### config.mk
export PLATFORM = sky130hd
export DESIGN_NAME = ps2_key_sequencer
export DESIGN_NICKNAME = d
export VERILOG_FILES = /design/src/rtl/ps2_key_sequencer.sv
export SDC_FILE = /design/constraint.sdc
export NUM_CORES = 1
export LEC_CHECK = 0
export BUFFER_PORTS_ARGS = -buffer_cell sky130_fd_sc_hd__buf_2
export CAP_MARGIN = 20
export CORE_MARGIN = 5
export CORE_UTILIZATION = 58
export CTS_BUF_LIST = sky130_fd_sc_hd__clkbuf_2
export CTS_CLUSTER_SIZE = 20
export DETAILED_ROUTE_END_ITERATION = 10
export PLACE_DENSITY = 0.81
export SYNTH_ARGS = -nofsm -noshare
export SYNTH_HDL_FRONTEND = slang
export SYNTH_SLANG_ARGS = --single-unit
export TNS_END_PERCENT = 1
### constraint.sdc
create_clock -name clk -period 2.5 [get_ports clk]
set_input_delay 0.125 -clock clk [delete_from_list [all_inputs] [get_ports clk]]
set_output_delay 0.125 -clock clk [all_outputs]
set_load 0.02 [all_outputs]
### src/rtl/ps2_key_sequencer.sv
// ps2_key_sequencer: pops PS/2 scan-code bytes from the receiver FIFO, folds E0 (extended) and
// F0 (break) prefixes into single key events, and presents them on a valid/ready handshake.
// Also tracks the currently held key, a make-event counter and a sticky FIFO overflow flag.
//
// Ports:
//   clk, rst_n            clock, asynchronous active-low reset
//   ready, overflow, data FIFO status and head byte
//   nextdata_n            active-low one-cycle pop strobe to the FIFO
//   evt_valid/evt_ready   event handshake; evt_code/evt_ext/evt_break carry the event
//   held_valid/code/ext   currently held key
//   press_count           accepted make events, mod 256
//   ovf_sticky, clear_ovf sticky overflow flag and its clear
module ps2_key_sequencer #(
  parameter int unsigned DROP_REPEAT    = 1,
  parameter int unsigned PREFIX_TIMEOUT = 50000,
  parameter int unsigned TO_W           = 16
) (
  input  logic       clk,
  input  logic       rst_n,
  input  logic       ready,
  input  logic       overflow,
  input  logic [7:0] data,
  output logic       nextdata_n,
  output logic       evt_valid,
  input  logic       evt_ready,
  output logic [7:0] evt_code,
  output logic       evt_ext,
  output logic       evt_break,
  output logic       held_valid,
  output logic [7:0] held_code,
  output logic       held_ext,
  output logic [7:0] press_count,
  output logic       ovf_sticky,
  input  logic       clear_ovf
);

  localparam logic [1:0] StIdle = 2'd0;
  localparam logic [1:0] StPop  = 2'd1;
  localparam logic [1:0] StGap  = 2'd2;
  localparam logic [1:0] StEmit = 2'd3;

  localparam logic [7:0]      CodeExt = 8'hE0;
  localparam logic [7:0]      CodeBrk = 8'hF0;
  localparam logic [TO_W-1:0] ToLimit = TO_W'(PREFIX_TIMEOUT);

  logic [1:0]      state_q, state_d;
  logic [7:0]      byte_q, byte_d;
  logic            ext_pend_q, ext_pend_d;
  logic            brk_pend_q, brk_pend_d;
  logic [TO_W-1:0] to_cnt_q, to_cnt_d;
  logic            nextdata_n_q, nextdata_n_d;
  logic            evt_valid_q, evt_valid_d;
  logic [7:0]      evt_code_q, evt_code_d;
  logic            evt_ext_q, evt_ext_d;
  logic            evt_break_q, evt_break_d;
  logic            held_valid_q, held_valid_d;
  logic [7:0]      held_code_q, held_code_d;
  logic            held_ext_q, held_ext_d;
  logic [7:0]      press_count_q, press_count_d;
  logic            ovf_q, ovf_d;

  logic            is_repeat;
  logic            evt_matches_held;
  logic [TO_W-1:0] to_cnt_inc;

  // Typematic repeat: a make of the key that is already held.
  assign is_repeat = (DROP_REPEAT != 0) && !brk_pend_q && held_valid_q &&
                     (ext_pend_q == held_ext_q) && (byte_q == held_code_q);
  assign evt_matches_held = (evt_ext_q == held_ext_q) && (evt_code_q == held_code_q);
  assign to_cnt_inc = to_cnt_q + TO_W'(1);

  always_comb begin
    state_d       = state_q;
    byte_d        = byte_q;
    ext_pend_d    = ext_pend_q;
    brk_pend_d    = brk_pend_q;
    to_cnt_d      = '0;
    nextdata_n_d  = 1'b1;
    evt_valid_d   = evt_valid_q;
    evt_code_d    = evt_code_q;
    evt_ext_d     = evt_ext_q;
    evt_break_d   = evt_break_q;
    held_valid_d  = held_valid_q;
    held_code_d   = held_code_q;
    held_ext_d    = held_ext_q;
    press_count_d = press_count_q;
    // Set wins over clear.
    ovf_d         = overflow ? 1'b1 : (clear_ovf ? 1'b0 : ovf_q);

    case (state_q)
      StIdle: begin
        if (ready) begin
          byte_d       = data;
          nextdata_n_d = 1'b0;
          state_d      = StPop;
        end else if (ext_pend_q || brk_pend_q) begin
          // A prefix left dangling too long is stale; drop it.
          if (to_cnt_inc == ToLimit) begin
            ext_pend_d = 1'b0;
            brk_pend_d = 1'b0;
          end else begin
            to_cnt_d = to_cnt_inc;
          end
        end
        if (overflow) begin
          ext_pend_d = 1'b0;
          brk_pend_d = 1'b0;
        end
      end
      StPop: begin
        state_d = StGap;
        if (byte_q == CodeExt) begin
          ext_pend_d = 1'b1;
        end else if (byte_q == CodeBrk) begin
          brk_pend_d = 1'b1;
        end else begin
          ext_pend_d = 1'b0;
          brk_pend_d = 1'b0;
          if (!is_repeat) begin
            evt_valid_d = 1'b1;
            evt_code_d  = byte_q;
            evt_ext_d   = ext_pend_q;
            evt_break_d = brk_pend_q;
            state_d     = StEmit;
          end
        end
      end
      StGap: begin
        // Bubble so ready reflects the FIFO after the pop.
        state_d = StIdle;
      end
      StEmit: begin
        if (evt_ready) begin
          evt_valid_d = 1'b0;
          state_d     = StGap;
          if (!evt_break_q) begin
            held_valid_d  = 1'b1;
            held_code_d   = evt_code_q;
            held_ext_d    = evt_ext_q;
            press_count_d = press_count_q + 8'd1;
          end else if (held_valid_q && evt_matches_held) begin
            held_valid_d = 1'b0;
          end
        end
      end
      default: state_d = StIdle;
    endcase
  end

  always_ff @(posedge clk or negedge rst_n) begin
    if (!rst_n) begin
      state_q       <= StIdle;
      byte_q        <= '0;
      ext_pend_q    <= 1'b0;
      brk_pend_q    <= 1'b0;
      to_cnt_q      <= '0;
      nextdata_n_q  <= 1'b1;
      evt_valid_q   <= 1'b0;
      evt_code_q    <= '0;
      evt_ext_q     <= 1'b0;
      evt_break_q   <= 1'b0;
      held_valid_q  <= 1'b0;
      held_code_q   <= '0;
      held_ext_q    <= 1'b0;
      press_count_q <= '0;
      ovf_q         <= 1'b0;
    end else begin
      state_q       <= state_d;
      byte_q        <= byte_d;
      ext_pend_q    <= ext_pend_d;
      brk_pend_q    <= brk_pend_d;
      to_cnt_q      <= to_cnt_d;
      nextdata_n_q  <= nextdata_n_d;
      evt_valid_q   <= evt_valid_d;
      evt_code_q    <= evt_code_d;
      evt_ext_q     <= evt_ext_d;
      evt_break_q   <= evt_break_d;
      held_valid_q  <= held_valid_d;
      held_code_q   <= held_code_d;
      held_ext_q    <= held_ext_d;
      press_count_q <= press_count_d;
      ovf_q         <= ovf_d;
    end
  end

  assign nextdata_n  = nextdata_n_q;
  assign evt_valid   = evt_valid_q;
  assign evt_code    = evt_code_q;
  assign evt_ext     = evt_ext_q;
  assign evt_break   = evt_break_q;
  assign held_valid  = held_valid_q;
  assign held_code   = held_code_q;
  assign held_ext    = held_ext_q;
  assign press_count = press_count_q;
  assign ovf_sticky  = ovf_q;

endmodule

==> results.py <==
metrics = {
    "outcome": {
        "outcome": "complete, no violations",
    },
    "synth": {
        "async_flop_share": 1.00,
        "synthAdderAreaFrac": 0.00874,
        "syn_nets": 280,
        "netlist_area_sq_um": 2860,
        "ys_types": 47,
        "synth_top_family_by_area": "simple AND/OR/NAND/NOR gates",
        "ys_ff_latch": 59,
        "synth_edf_count": 0,
        "synthCells": 264,
        "synth_flop_cell": "dfrtp_1",
        "synthXorXnorAreaFrac": 0.122,
        "yosysSeqAreaShare": 0.516,
        "synth_warnings": 0,
        "syn_avg_cell_area_sq_um": 10.8,
        "synth-compound-area-share": 0.0599,
        "muxShareOfSynthArea": 0.0874,
        "synthSimpleGateAreaFrac": 0.176,
    },
    "power": {
        "p_per_area_nw_per_um2": 997,
        "power_leakage_nw": 1.57,
        "vdd_drop_max_mv": 0.601,
    },
    "timing": {
        "slew_headroom": 0.624,
        "fin_crit_ps": 1990,
        "finClkSkew_ps": 16.3,
        "finalSetupViolCount": 0,
        "fin_hold_ws_ps": 63.9,
        "setup_tns_ps": 0,
        "grt_setup_unrepaired": "false",
        "fmax_ghz": 0.503,
        "tightestPinTransition_ps": 558,
        "final_max_slew_viol_count": 0,
        "min_period_over_period": 0.796,
        "hold_violations": 0,
    },
    "grt": {
        "grt_max_degree": 28,
        "gr-total-overflow": 0,
        "grt_pass1_vias": 2048,
        "grtUsageTotal": 0.210,
        "grt_pass1_wl_mm": 10.3,
        "antenna_found_initial": 0,
    },
    "clock_network": {
        "clkTransAtPathRegs_ps": 160,
        "cts_resized": 0,
        "clockBufferDepth": 2,
        "numCtsBuffers": 9,
        "cts_root_buf": "clkbuf_2",
        "insertion_delay_ps": 460,
        "postCtsSetupRepairBufs": 0,
        "htree_levels": 3,
        "cts.sinks": 59,
        "hold_buffers": 13,
        "cts_tree": "built",
    },
    "drt": {
        "wl_mm": 5.89,
        "drt_iter0_markers": 115,
        "viasPerCell": 5.27,
        "wl_per_cell_um": 14.8,
        "ant_nets": 0,
        "drc": 0,
        "vias": 2101,
        "drt_first_pass_iters": 4,
    },
    "setup_path": {
        "cp_max_fo": 12,
        "reg2reg_slack_ps": 510,
        "cp-end-kind": "flip-flop",
        "worst_r2r_endpoint": "evt_ext",
        "cp.arrival_ps": 2350,
        "r2r_cells": 6,
        "critical_path_class": "reg2reg",
        "cp.required_ps": 2860,
        "start_kind": "flip-flop",
        "r2r-start": "byte_q[4]",
    },
    "floorplan": {
        "fp-row-count": 25,
        "die-area_sq_um": 6440,
        "initial_core_util": 0.602,
        "die_height_um": 80.3,
        "num_io_pins": 45,
        "core_area_sq_um": 4750,
        "die_x_um": 80.3,
    },
    "placed_design": {
        "gp_congestion": 0.825,
        "portBuffers": 44,
        "hpwl_mm": 4.20,
    },
    "layout": {
        "final_nets": 343,
        "fin_util": 0.709,
        "layout-drive-gt1-share": 0.268,
        "diodes": 0,
        "fill_cells": 387,
        "area_growth_pct": 17.7,
    },
    "worst_hold_path": {
        "hold_class": "in2async",
    },
    "job": {
        "maxCapViolCount": 0,
    },
}
power by group:
group,leakage (nW),switching (mW),internal (mW),total [mW]
logic,0.743,0.646,0.601,1.25
clock network,0.0642,0.339,0.218,0.556
registers,0.763,0.348,1.21,1.56
metrics by stage:
stage	power [mW]	instance area, sq um	worst slack [ps]	instances
after floorplan	2.44	2860	570	264
after global placement	2.76	3140	589	370
after detailed placement	2.81	3140	531	370
after CTS	3.38	3370	507	399
after global routing	3.57	3370	330	399
final	3.36	3370	511	399
synthesized netlist by cell type (2+ instances only):
master | instances | share of area
a21oi_1 | 5 | 0.0087
and3_1 | 5 | 0.011
buf_2 | 2 | 0.0035
clkbuf_1 | 3 | 0.0039
dfrtp_1 | 58 | 0.51
ha_1 | 2 | 0.0087
inv_1 | 7 | 0.0092
mux2_2 | 12 | 0.047
mux2_4 | 7 | 0.037
nand2_1 | 35 | 0.046
nand3_1 | 9 | 0.016
nand4_1 | 9 | 0.020
nand4b_1 | 3 | 0.0092
nor2_1 | 25 | 0.033
nor3_1 | 3 | 0.0052
nor4_1 | 2 | 0.0044
o21ai_0 | 7 | 0.012
o21ai_1 | 2 | 0.0035
o31ai_1 | 2 | 0.0052
xnor2_1 | 29 | 0.089
xor2_1 | 11 | 0.034
worst max-delay path by stage:
| stage | from | endpoint | slack, ps | cells past startpoint |
|---|---|---|---|---|
| floorplan | held_code[4] | evt_code[0] | 570 | 7 |
| global placement | byte_q[4] | evt_ext | 590 | 6 |
| detailed placement | byte_q[4] | evt_break | 530 | 6 |
| CTS | byte_q[4] | evt_break | 510 | 6 |
| global route | to_cnt_q[0] | to_cnt_q[0] | 330 | 7 |
| finish | byte_q[4] | evt_ext | 510 | 6 |
critical path, stage by stage, from the launching register on:
cell	delay [ps]
dfrtp_1	490
xor2_1	170
nor4_1	270
nand4b_1	150
o211ai_2	190
or2_4	270
mux2_2	360
metal layers:
layer / vias up / global-route usage / wire, um
met5: - / 0 / 0
met4: 0 / 0.0912 / 76
met3: 6 / 0.0493 / 252
met2: 45 / 0.296 / 2700
met1: 1018 / 0.307 / 2860
li1: 1032 / - / -
registers in the layout (all words and copies together) (netlist names):
register and cells:
held_code 8, state_q 2, held_valid 1, ext_pend_q 1, evt_valid 1, evt_ext 1, nextdata_n 1, evt_code 8
press_count 8, byte_q 8, held_ext 1, ovf_sticky 1, to_cnt_q 16, brk_pend_q 1, evt_break 1
placed cells by master, fill, tap and decap left out, types with 2 or more instances in the layout:
master	instances
and3_1	5
nand2_1	35
o21ai_0	7
buf_4	3
inv_1	7
o21ai_1	2
nor3_1	3
dlygate4sd3_1	13
nor2_1	25
xnor2_1	29
nand3_1	9
dfrtp_1	58
xor2_1	11
ha_1	2
nand4b_1	3
clkinv_1	4
nor4_1	2
nand4_1	9
mux2_2	12
buf_2	44
o31ai_1	2
mux2_4	7
clkbuf_2	9
clkinv_2	2
a21oi_1	5
area by class of cell:
cell class              count  area (sq um)  area share
clock buffers               9          45.0      0.0134
clock inverters             7          58.8      0.0174
inverters                   8          30.0     0.00891
multi-input cells         189          1300       0.386
flip-flops and latches     59          1480       0.438
well taps                  67          83.8      0.0249
repair buffers             60           373       0.111
logic make-up after synthesis:
group | count (synthesis)
DFF | 59
adders and majority gates | 2
muxes | 20
buffers and inverters | 16
xor gates and xnor gates | 40
and+or+nand+nor | 102
AOI/OAI and AO/OA | 25
(Power assumes the default switching activity.)
